`config.mk`:
```
export PLATFORM = sky130hd
export DESIGN_NAME = mega_ram_reader
export DESIGN_NICKNAME = d
export VERILOG_FILES = /design/src/rtl/mega_ram_pkg.sv /design/src/rtl/mega_ram_reader_skid.sv /design/src/rtl/mega_ram_reader.sv
export SDC_FILE = /design/constraint.sdc
export NUM_CORES = 1
export LEC_CHECK = 0
export BUFFER_PORTS_ARGS = -buffer_cell sky130_fd_sc_hd__clkbuf_2
export CAP_MARGIN = 40
export CORE_MARGIN = 5
export CORE_UTILIZATION = 30
export CTS_CLUSTER_DIAMETER = 60
export DETAILED_ROUTE_END_ITERATION = 10
export PLACE_DENSITY = 0.48
export RECOVER_POWER = 50
export SLEW_MARGIN = 0
export SYNTH_ARGS = -nofsm -noshare
export SYNTH_HDL_FRONTEND = slang
export SYNTH_SLANG_ARGS = --single-unit
```
`constraint.sdc`:
```
create_clock -name clk -period 4.28 [get_ports clk]
set_input_delay 0.214 -clock clk [delete_from_list [all_inputs] [get_ports clk]]
set_output_delay 0.214 -clock clk [all_outputs]
set_load 0.02 [all_outputs]
```
`src/rtl/mega_ram_pkg.sv`:
```
// Shared definitions for the mega_ram_reader block: FSM state encoding,
// the read-buffer depth and the credit test used to throttle RAM requests.
package mega_ram_pkg;

    typedef enum logic [1:0] {
        ST_IDLE  = 2'd0,
        ST_RUN   = 2'd1,
        ST_DRAIN = 2'd2
    } state_e;

    // Number of bytes that may be in flight or buffered at any time.
    localparam int unsigned CREDIT_DEPTH = 32'd2;

    // A new read may be issued while the occupancy (in-flight reads plus
    // buffered bytes, net of a byte leaving this cycle) is below the depth.
    function automatic logic has_credit(input logic [2:0] occupancy);
        return ({29'd0, occupancy} < CREDIT_DEPTH);
    endfunction

endpackage

```
`src/rtl/mega_ram_reader_skid.sv`:
```
// Two-entry read buffer between the RAM read port and the byte stream.
// Valid/ready on both sides, synchronous flush that drops all contents.
// The head entry is held in a register, so out_data cannot move while stalled.
module mega_ram_reader_skid
    import mega_ram_pkg::*;
#(
    parameter int DATA_W = 8
) (
    input  logic              clk,
    input  logic              rst,
    input  logic              flush_i,
    input  logic              in_valid_i,
    output logic              in_ready_o,
    input  logic [DATA_W-1:0] in_data_i,
    output logic              out_valid_o,
    input  logic              out_ready_i,
    output logic [DATA_W-1:0] out_data_o,
    output logic [1:0]        count_o
);

    logic [DATA_W-1:0] mem_q [CREDIT_DEPTH];
    logic              wr_ptr_q;
    logic              wr_ptr_d;
    logic              rd_ptr_q;
    logic              rd_ptr_d;
    logic [1:0]        count_q;
    logic [1:0]        count_d;
    logic              push_s;
    logic              pop_s;

    assign in_ready_o  = (count_q != 2'd2);
    assign out_valid_o = (count_q != 2'd0);
    assign out_data_o  = mem_q[rd_ptr_q];
    assign count_o     = count_q;
    assign push_s      = in_valid_i && in_ready_o;
    assign pop_s       = out_valid_o && out_ready_i;

    // Next pointer/count values; flush empties the buffer and wins over traffic.
    always_comb begin
        wr_ptr_d = wr_ptr_q;
        rd_ptr_d = rd_ptr_q;
        count_d  = count_q;
        if (flush_i) begin
            wr_ptr_d = 1'b0;
            rd_ptr_d = 1'b0;
            count_d  = 2'd0;
        end else begin
            wr_ptr_d = wr_ptr_q ^ push_s;
            rd_ptr_d = rd_ptr_q ^ pop_s;
            count_d  = count_q + {1'b0, push_s} - {1'b0, pop_s};
        end
    end

    // Pointer/count registers and storage writes.
    always_ff @(posedge clk or negedge rst) begin
        if (!rst) begin
            wr_ptr_q <= 1'b0;
            rd_ptr_q <= 1'b0;
            count_q  <= 2'd0;
            for (int i = 0; i < int'(CREDIT_DEPTH); i++) begin
                mem_q[i] <= {DATA_W{1'b0}};
            end
        end else begin
            wr_ptr_q <= wr_ptr_d;
            rd_ptr_q <= rd_ptr_d;
            count_q  <= count_d;
            if (push_s && !flush_i) begin
                mem_q[wr_ptr_q] <= in_data_i;
            end
        end
    end

endmodule

```
`src/rtl/mega_ram_reader.sv`:
```
// mega_ram_reader: streams `length` bytes from a synchronous-read RAM,
// starting at `base_addr`, out through a valid/ready byte interface.
// Reads are throttled so that in-flight reads plus buffered bytes never
// exceed the two-entry buffer, which still allows one byte per cycle.
// Optional feature: define MEGA_RAM_READER_LOOP_EN to add the `loop` input,
// which restarts the same transfer after each completed pass.
module mega_ram_reader
    import mega_ram_pkg::*;
#(
    parameter int ADDR_BUS_WIDTH = 12,
    parameter int DATA_BUS_WIDTH = 8,
    parameter int LEN_WIDTH      = 12
) (
    input  logic                      clk,
    input  logic                      rst,
    input  logic                      start,
    input  logic                      abort,
`ifdef MEGA_RAM_READER_LOOP_EN
    input  logic                      loop,
`endif
    input  logic [ADDR_BUS_WIDTH-1:0] base_addr,
    input  logic [LEN_WIDTH-1:0]      length,
    output logic                      ram_req,
    input  logic                      ram_gnt,
    output logic [ADDR_BUS_WIDTH-1:0] ram_a,
    input  logic [DATA_BUS_WIDTH-1:0] ram_d,
    output logic [DATA_BUS_WIDTH-1:0] out_data,
    output logic                      out_valid,
    input  logic                      out_ready,
    output logic                      busy,
    output logic                      done
);

    localparam logic [LEN_WIDTH-1:0]      LEN_ZERO  = {LEN_WIDTH{1'b0}};
    localparam logic [LEN_WIDTH-1:0]      LEN_ONE   = {{(LEN_WIDTH-1){1'b0}}, 1'b1};
    localparam logic [ADDR_BUS_WIDTH-1:0] ADDR_ONE  = {{(ADDR_BUS_WIDTH-1){1'b0}}, 1'b1};
    localparam logic [ADDR_BUS_WIDTH-1:0] ADDR_ZERO = {ADDR_BUS_WIDTH{1'b0}};

    state_e                      state_q, state_d;
    logic [ADDR_BUS_WIDTH-1:0]   addr_q, addr_d;
    logic [LEN_WIDTH-1:0]        issue_left_q, issue_left_d;
    logic [LEN_WIDTH-1:0]        byte_left_q, byte_left_d;
    logic                        inflight_q, inflight_d;
    logic                        done_q, done_d;
`ifdef MEGA_RAM_READER_LOOP_EN
    logic [ADDR_BUS_WIDTH-1:0]   base_q, base_d;
    logic [LEN_WIDTH-1:0]        len_q, len_d;
`endif

    logic                        skid_in_ready_s;
    logic [1:0]                  skid_count_s;
    logic                        skid_flush_s;
    logic                        pop_s;
    logic                        issue_s;
    logic                        ram_req_s;
    logic [2:0]                  occ_s;

    // Occupancy seen by the credit check: a byte leaving this cycle frees
    // its slot in time for the read issued this cycle.
    assign occ_s     = {1'b0, skid_count_s} + {2'b00, inflight_q} - {2'b00, pop_s};
    assign ram_req_s = (state_q == ST_RUN) && has_credit(occ_s) && skid_in_ready_s;
    assign issue_s   = ram_req_s && ram_gnt;
    assign pop_s     = out_valid && out_ready;

    assign ram_req   = ram_req_s;
    assign ram_a     = addr_q;
    assign busy      = (state_q != ST_IDLE);
    assign done      = done_q;

    mega_ram_reader_skid #(
        .DATA_W(DATA_BUS_WIDTH)
    ) u_skid (
        .clk        (clk),
        .rst        (rst),
        .flush_i    (skid_flush_s),
        .in_valid_i (inflight_q),
        .in_ready_o (skid_in_ready_s),
        .in_data_i  (ram_d),
        .out_valid_o(out_valid),
        .out_ready_i(out_ready),
        .out_data_o (out_data),
        .count_o    (skid_count_s)
    );

    // Next-state logic: transfer sequencing, address/length bookkeeping, done pulse.
    always_comb begin
        state_d      = state_q;
        addr_d       = addr_q;
        issue_left_d = issue_left_q;
        byte_left_d  = byte_left_q;
        inflight_d   = issue_s;
        done_d       = 1'b0;
        skid_flush_s = 1'b0;
`ifdef MEGA_RAM_READER_LOOP_EN
        base_d       = base_q;
        len_d        = len_q;
`endif
        if (abort) begin
            // Cancel drops the read in flight and everything buffered.
            state_d      = ST_IDLE;
            inflight_d   = 1'b0;
            skid_flush_s = 1'b1;
            issue_left_d = LEN_ZERO;
            byte_left_d  = LEN_ZERO;
        end else begin
            if (pop_s) begin
                byte_left_d = byte_left_q - LEN_ONE;
            end else begin
                byte_left_d = byte_left_q;
            end
            case (state_q)
                ST_IDLE: begin
                    if (start) begin
                        if (length == LEN_ZERO) begin
                            done_d = 1'b1;
                        end else begin
                            state_d      = ST_RUN;
                            addr_d       = base_addr;
                            issue_left_d = length;
                            byte_left_d  = length;
`ifdef MEGA_RAM_READER_LOOP_EN
                            base_d       = base_addr;
                            len_d        = length;
`endif
                        end
                    end else begin
                        state_d = ST_IDLE;
                    end
                end
                ST_RUN: begin
                    if (issue_s) begin
                        addr_d       = addr_q + ADDR_ONE;
                        issue_left_d = issue_left_q - LEN_ONE;
                        if (issue_left_q == LEN_ONE) begin
                            state_d = ST_DRAIN;
                        end else begin
                            state_d = ST_RUN;
                        end
                    end else begin
                        state_d = ST_RUN;
                    end
                end
                ST_DRAIN: begin
                    if (pop_s && (byte_left_q == LEN_ONE)) begin
                        done_d = 1'b1;
`ifdef MEGA_RAM_READER_LOOP_EN
                        if (loop) begin
                            state_d      = ST_RUN;
                            addr_d       = base_q;
                            issue_left_d = len_q;
                            byte_left_d  = len_q;
                        end else begin
                            state_d = ST_IDLE;
                        end
`else
                        state_d = ST_IDLE;
`endif
                    end else begin
                        state_d = ST_DRAIN;
                    end
                end
                default: begin
                    state_d = ST_IDLE;
                end
            endcase
        end
    end

    // Control and datapath registers.
    always_ff @(posedge clk or negedge rst) begin
        if (!rst) begin
            state_q      <= ST_IDLE;
            addr_q       <= ADDR_ZERO;
            issue_left_q <= LEN_ZERO;
            byte_left_q  <= LEN_ZERO;
            inflight_q   <= 1'b0;
            done_q       <= 1'b0;
`ifdef MEGA_RAM_READER_LOOP_EN
            base_q       <= ADDR_ZERO;
            len_q        <= LEN_ZERO;
`endif
        end else begin
            state_q      <= state_d;
            addr_q       <= addr_d;
            issue_left_q <= issue_left_d;
            byte_left_q  <= byte_left_d;
            inflight_q   <= inflight_d;
            done_q       <= done_d;
`ifdef MEGA_RAM_READER_LOOP_EN
            base_q       <= base_d;
            len_q        <= len_d;
`endif
        end
    end

endmodule

```
==> impl_metrics.env, run 1 <==
export IMPL_antenna_found_initial=0
export IMPL_peakVddDrop_uv=254
export IMPL_crit_chain="o21ai_0, clkinv_1, ha_1, inv_1, nand2_1, fa_1, nor2_1, o2111ai_1, a21oi_1, buf_4, o21ai_0, a22oi_1"
export IMPL_cts_tree="yes"
export IMPL_synth_area_leader_cell="dfrtp_1"
export IMPL_antenna_cells=0
export IMPL_numCtsBuffers=9
export IMPL_grt_max_degree=61
export IMPL_clk_pin_slew_ps=60
export IMPL_yosys_top_cells_area="dfrtp_1, mux2_2, a21oi_1"
export IMPL_die_w_um=116
export IMPL_finish_instance_area_um2=4080
export IMPL_outcome="complete, but fails checks"
export IMPL_mostFrequentLayoutCells="dfrtp_1, clkbuf_2, nor2_1"
export IMPL_pwr_share_comb_pct=36.0
export IMPL_htreeDepth=3
export IMPL_boundaryPins=62
export IMPL_slew_viol_final=61
export IMPL_io_buffers=61
export IMPL_power_density_nw_per_um2=588
export IMPL_finalSetupTns_ps=0
export IMPL_critical_path_slowest_cell="a21oi_1"
export IMPL_startpoint_type="register"
export IMPL_grt_util_all_layers_pct=14.1
export IMPL_start_util_pct=30.8
export IMPL_path_max_fanout=16
export IMPL_final_common_cell="dfrtp_1"
export IMPL_clock_skew_ps=13.1
export IMPL_postPlaceCellArea_um2=3820
export IMPL_power_leakage_nw=1.80
export IMPL_seq_area_frac_synth_pct=44.6
export IMPL_grt_overflow_total=0
export IMPL_final_nets=472
export IMPL_cap_violations=1
export IMPL_drive_gt1_share_pct=24.4
export IMPL_switching_share_pct=39.3
export IMPL_drt_first_iter_violations=145
export IMPL_cts_root_buf="clkbuf_16"
export IMPL_regArea_um2=1500
export IMPL_post_place_ws_ps=723
export IMPL_die_area_um2=13400
export IMPL_ctsLongestPathBuffers=2
export IMPL_async_reset_ff_share_pct=100
export IMPL_crit_type="reg2reg"
export IMPL_synth_nets=415
export IMPL_synth_ff_type="dfrtp_1"
export IMPL_grt_pass1_vias=2980
export IMPL_first_pass_iters=4
export IMPL_worstPathRequired_ps=4530
export IMPL_gp_congestion=0.773
export IMPL_hp_class="in2reg"
export IMPL_netlist_area_leader_share_pct=44.6
export IMPL_cts_resized=0
export IMPL_clock_fmax_ghz=0.283
export IMPL_vias_per_cell=5.23
export IMPL_worst_pin_slew_ps=3420
export IMPL_synth_distinct_cells=50
export IMPL_n_fill_cell=1167
export IMPL_ctsHoldBuffers=0
export IMPL_p_sw_w=0.000944
export IMPL_drc_errors=0
export IMPL_synth_edf_count=0
export IMPL_critical_path_max_stage_delay_ps=510
export IMPL_min_period_over_period_pct=82.4
export IMPL_clockPowerShare_pct=28.7
export IMPL_syn_avg_cell_area_um2=9.15
export IMPL_hold_violations=0
export IMPL_end_kind="register"
export IMPL_rsz0062_at_grt="no"
export IMPL_violations="max-capacitance violations, max-slew violations"
export IMPL_area_growth_pct=21.1
export IMPL_arrival_ps=3780
export IMPL_setup_slack_ps=752
export IMPL_coreArea_um2=10900
export IMPL_synthCells=368
export IMPL_syn_area_um2=3370
export IMPL_wl_per_cell_um=16.0
export IMPL_drtAntennaViolNets=0
export IMPL_die_h_um=116
export IMPL_clock_sinks=60
export IMPL_slew_headroom_pct=-128
export IMPL_period_minus_slack_ps=3530
export IMPL_vias=2979
export IMPL_ys_seq_elements=60
export IMPL_setup_viol=0
export IMPL_p_int_w=0.00146
export IMPL_cts_setup_buffers=0
export IMPL_seqPwrFrac_pct=35.4
export IMPL_multi_input_area_um2=1730
export IMPL_rows=38
export IMPL_clk_latency_ps=330
export IMPL_grt_pass1_wl_um=15000
export IMPL_yosys_warnings=0
export IMPL_hpwl_um=6330
export IMPL_worst_path_most_repeated_cell="o21ai_0"
export IMPL_wirelength_um=9110
metal layers:
layer	routed length, um	vias up	track usage (%)
met3	510	6	4.65
met1	4330	1470	19.2
met2	4200	64	21.7
met5	0	-	0
met4	78	0	3.79
li1	-	1439	-
logic make-up (layout without fill, tap and decap cells):
family	after synthesis	after routing	share of synthesized area, %
AOI/OAI and AO/OA	100	100	18.0
adders and majority gates	9	9	3.57
and+or+nand+nor	129	129	18.7
buffers and inverters	34	96	4.01
DFF	60	60	44.6
xor gates and xnor gates	12	12	3.12
muxes	24	24	8.02
Yosys cell counts, drive strengths merged, types with 3 or more instances:
| cell | n |
|---|---|
| or2 | 4 |
| dfrtp | 60 |
| a31oi | 3 |
| nor2 | 43 |
| a21o | 3 |
| or4 | 5 |
| mux2 | 24 |
| nor2b | 3 |
| nand2 | 32 |
| xor2 | 4 |
| ha | 8 |
| o32ai | 4 |
| or3 | 6 |
| nand4 | 4 |
| clkbuf | 20 |
| inv | 11 |
| nor4 | 9 |
| a211oi | 8 |
| nor3 | 7 |
| o21ai | 24 |
| xnor2 | 8 |
| nand3 | 7 |
| a21oi | 39 |
power groups by stage:
stage | sequential [W] | clock [W] | combinational (W)
final | 0.000849 | 0.000688 | 0.000863
after CTS | 0.000849 | 0.000709 | 0.000887
after floorplan | 0.000872 | 0 | 0.000594
after global routing | 0.000874 | 0.000734 | 0.000971
after detailed placement | 0.000859 | 0 | 0.000881
after global placement | 0.000854 | 0 | 0.000873
area by class of cell:
cell class	instances	share of cell area (%)
clock buffer	9	5.52
clock inverter	7	1.38
inverter	12	1.10
multi-input combinational	274	42.5
sequential	60	36.8
tap	140	4.29
timing repair buffer	68	8.40
critical path: cells and delay by family (launching register included):
| family | cells | cell delay (ps) |
|---|---|---|
| adders and majority gates | 2 | 710 |
| AOI/OAI and AO/OA | 5 | 1350 |
| and+or+nand+nor | 2 | 230 |
| buffers and inverters | 3 | 700 |
| DFF | 1 | 440 |
final timing paths:
kind                                   start          endpoint  slack (ps)  cells after the start
max                        u_skid.count_o[1]          ram_a[2]         750                     12
min                             base_addr[1]          ram_a[1]         120                      3
max reg2reg                u_skid.count_o[1]          ram_a[2]         750                     12
min reg2reg                  u_skid.mem_q[7]   u_skid.mem_q[7]         500                      1
max in group asynchronous                rst  u_skid.mem_q[14]        1220                      2
min in group asynchronous                rst   issue_left_q[9]        1140                      2
per-stage QoR:
| step | hold slack, ps | power, W | cells | utilization (%) |
|---|---|---|---|---|
| floorplan | -81.6 | 0.00147 | 368 | - |
| global placement | 447 | 0.00173 | 553 | 34.8 |
| detailed placement | 448 | 0.00174 | 554 | 34.9 |
| CTS | 103 | 0.00245 | 570 | 37.5 |
| global route | 118 | 0.00258 | 570 | 37.3 |
| finish | 116 | 0.00240 | 570 | 37.3 |
state kept, by name (all words and copies together) (netlist names), 2 cells and up:
name            flops
u_skid.mem_q       16
byte_left_q        12
issue_left_q       12
ram_a              12
state_q             2
u_skid.count_o      2
Power figures use the tool's default switching activity.
==> inputs of run 2 (changes only) <==
==> constraint.sdc (replaced) <==
create_clock -name clk -period 3.3 [get_ports clk]
set_input_delay 0.165 -clock clk [delete_from_list [all_inputs] [get_ports clk]]
set_output_delay 0.165 -clock clk [all_outputs]
set_load 0.02 [all_outputs]
==> run 2 against run 1 <==
The flow now finishes without violations. Clock skew shrank 6.2 ps. Die area is the same. First-iteration DRC count shrank 5.5%. Fmax grew 25%. Critical path depth is the same. Hold slack lost 44 ps. Core utilization grew 0.85 points. Routed wire length grew 0.56%. Flip-flop and latch count is the same. Final area grew 2.3%.
==> impl_metrics.env, run 2 (synthesis results as in run 1) <==
export IMPL_grt_pass1_vias=3018
export IMPL_wl_per_cell_um=16.0
export IMPL_grt_pass1_wl_um=15000
export IMPL_wirelength_um=9160
export IMPL_drc_errors=0
export IMPL_finalSetupTns_ps=0
export IMPL_dp_cells=557
export IMPL_rsz0062_at_grt="no"
export IMPL_startpoint_type="register"
export IMPL_stdcell_count=574
export IMPL_final_common_cell="dfrtp_1"
export IMPL_antenna_cells=0
export IMPL_peakVddDrop_uv=385
export IMPL_power_density_nw_per_um2=802
export IMPL_drive_gt1_share_pct=24.9
export IMPL_clk_pin_slew_ps=60
export IMPL_slew_headroom_pct=18.2
export IMPL_end_kind="register"
export IMPL_clk_latency_ps=330
export IMPL_hpwl_um=6440
export IMPL_mostFrequentLayoutCells="dfrtp_1, clkbuf_2, nor2_1"
export IMPL_grt_overflow_total=0
export IMPL_die_w_um=116
export IMPL_grt_util_all_layers_pct=14.3
export IMPL_largest_reg_flops=16
export IMPL_regArea_um2=1500
export IMPL_clock_sinks=60
export IMPL_setup_viol=0
export IMPL_worst_pin_slew_ps=1230
export IMPL_clock_fmax_ghz=0.354
export IMPL_vias_per_cell=5.21
export IMPL_cp_top_family="compound AO/OA/AOI/OAI gates"
export IMPL_htreeDepth=3
export IMPL_vias=2989
export IMPL_clock_skew_ps=6.86
export IMPL_gp_congestion=0.787
export IMPL_area_growth_pct=23.9
export IMPL_crit_type="reg2reg"
export IMPL_crit_buf_inv=3
export IMPL_multi_input_area_um2=1730
export IMPL_first_pass_iters=7
export IMPL_grt_max_degree=48
export IMPL_drtAntennaViolNets=0
export IMPL_min_period_over_period_pct=85.7
export IMPL_final_nets=476
export IMPL_cts_tree="yes"
export IMPL_cts_root_buf="clkbuf_16"
export IMPL_arrival_ps=3080
export IMPL_path_max_fanout=20
export IMPL_top_register="u_skid.mem_q"
export IMPL_numCtsBuffers=9
export IMPL_outcome="finished, final reports clean"
export IMPL_start_util_pct=30.8
export IMPL_slew_viol_final=0
export IMPL_hp_class="in2reg"
export IMPL_ctsLongestPathBuffers=2
export IMPL_drt_first_iter_violations=137
export IMPL_rows=38
export IMPL_crit_chain="o21ai_0, clkinv_1, ha_1, inv_1, nand2_1, fa_1, and3_1, o211a_1, a21oi_1, buf_4, o21ai_0, a21oi_1"
export IMPL_power_leakage_nw=1.85
export IMPL_cts_resized=0
export IMPL_hold_violations=0
export IMPL_worstPathRequired_ps=3550
export IMPL_die_h_um=116
export IMPL_n_fill_cell=1166
export IMPL_cap_violations=0
export IMPL_coreArea_um2=10900
export IMPL_antenna_found_initial=0
export IMPL_critical_path_max_stage_delay_ps=430
export IMPL_boundaryPins=62
export IMPL_period_minus_slack_ps=2830
export IMPL_die_area_um2=13400
export IMPL_critical_path_slowest_cell="dfrtp_1"
export IMPL_io_buffers=61
[run 2: cell types whose count changed in the layout (fill, tap and decap cells not counted), sizes merged]
| cell | delta |
|---|---|
| buf | +2 |
| bufinv | +3 |
| clkbuf | +1 |
| clkinv | -3 |
| clkinvlp | +1 |
| dlygate4sd3 | +1 |
| inv | -1 |
[run 2: worst reg2reg max path, delay by kind of cell, from the launching register on]
family	cells	cell delay, ps
buffers and inverters	3	460
and+or+nand+nor	2	240
DFF	1	430
adders and majority gates	2	670
AOI/OAI and AO/OA	5	940
[run 2: through the flow]
step | area, um2 | hold slack [ps] | utilization (%) | setup WS (ps) | power (W)
2_1_floorplan | 3370 | -131 | - | 300 | 0.00190
5_1_grt | 4170 | 69.0 | 38.2 | 88.5 | 0.00357
6_report | 4170 | 71.6 | 38.2 | 471 | 0.00335
3_5_place_dp | 3860 | 130 | 35.3 | 468 | 0.00228
3_3_place_gp | 3830 | 407 | 35.0 | 571 | 0.00226
4_1_cts | 4210 | 60.8 | 38.5 | 463 | 0.00342
[run 2: path summary, 6_finish.rpt]
check	slack, ps	cells after the start	from	end
worst max register to register	470	12	u_skid.count_o[1]	issue_left_q[6]
worst max-delay path	470	12	u_skid.count_o[1]	issue_left_q[6]
max in group asynchronous	1090	4	rst	ram_a[7]
min in group asynchronous	530	3	rst	byte_left_q[6]
worst min-delay path	70	3	base_addr[1]	ram_a[1]
worst min register to register	500	1	u_skid.mem_q[5]	u_skid.mem_q[5]
[run 2: cell type report]
type	instances	area share [%]
Clock buffer	9	5.40
Timing Repair Buffer	72	8.85
Multi-Input combinational cell	274	41.6
Sequential cell	60	36.0
Clock inverter	7	2.94
Tap cell	140	4.20
Inverter	12	1.08
[run 2: per-layer routing]
layer | global-route usage [%] | part of all wire, %
met5 | 0 | 0
met4 | 5.10 | 0.95
met1 | 18.7 | 47
met2 | 22.5 | 47
met3 | 4.44 | 5.6
[run 2: timing repair]
action | CTS | global route
hold endpoints to repair | 13 | 0
setup buffers | 0 | 0
hold buffers | 1 | 0
[run 2: power by group]
group          switching, W  internal (W)  leakage, nW
combinational      0.000675      0.000467        0.914
sequential         0.000179      0.000918        0.770
clock              0.000365      0.000742        0.163
total               0.00122       0.00213         1.85
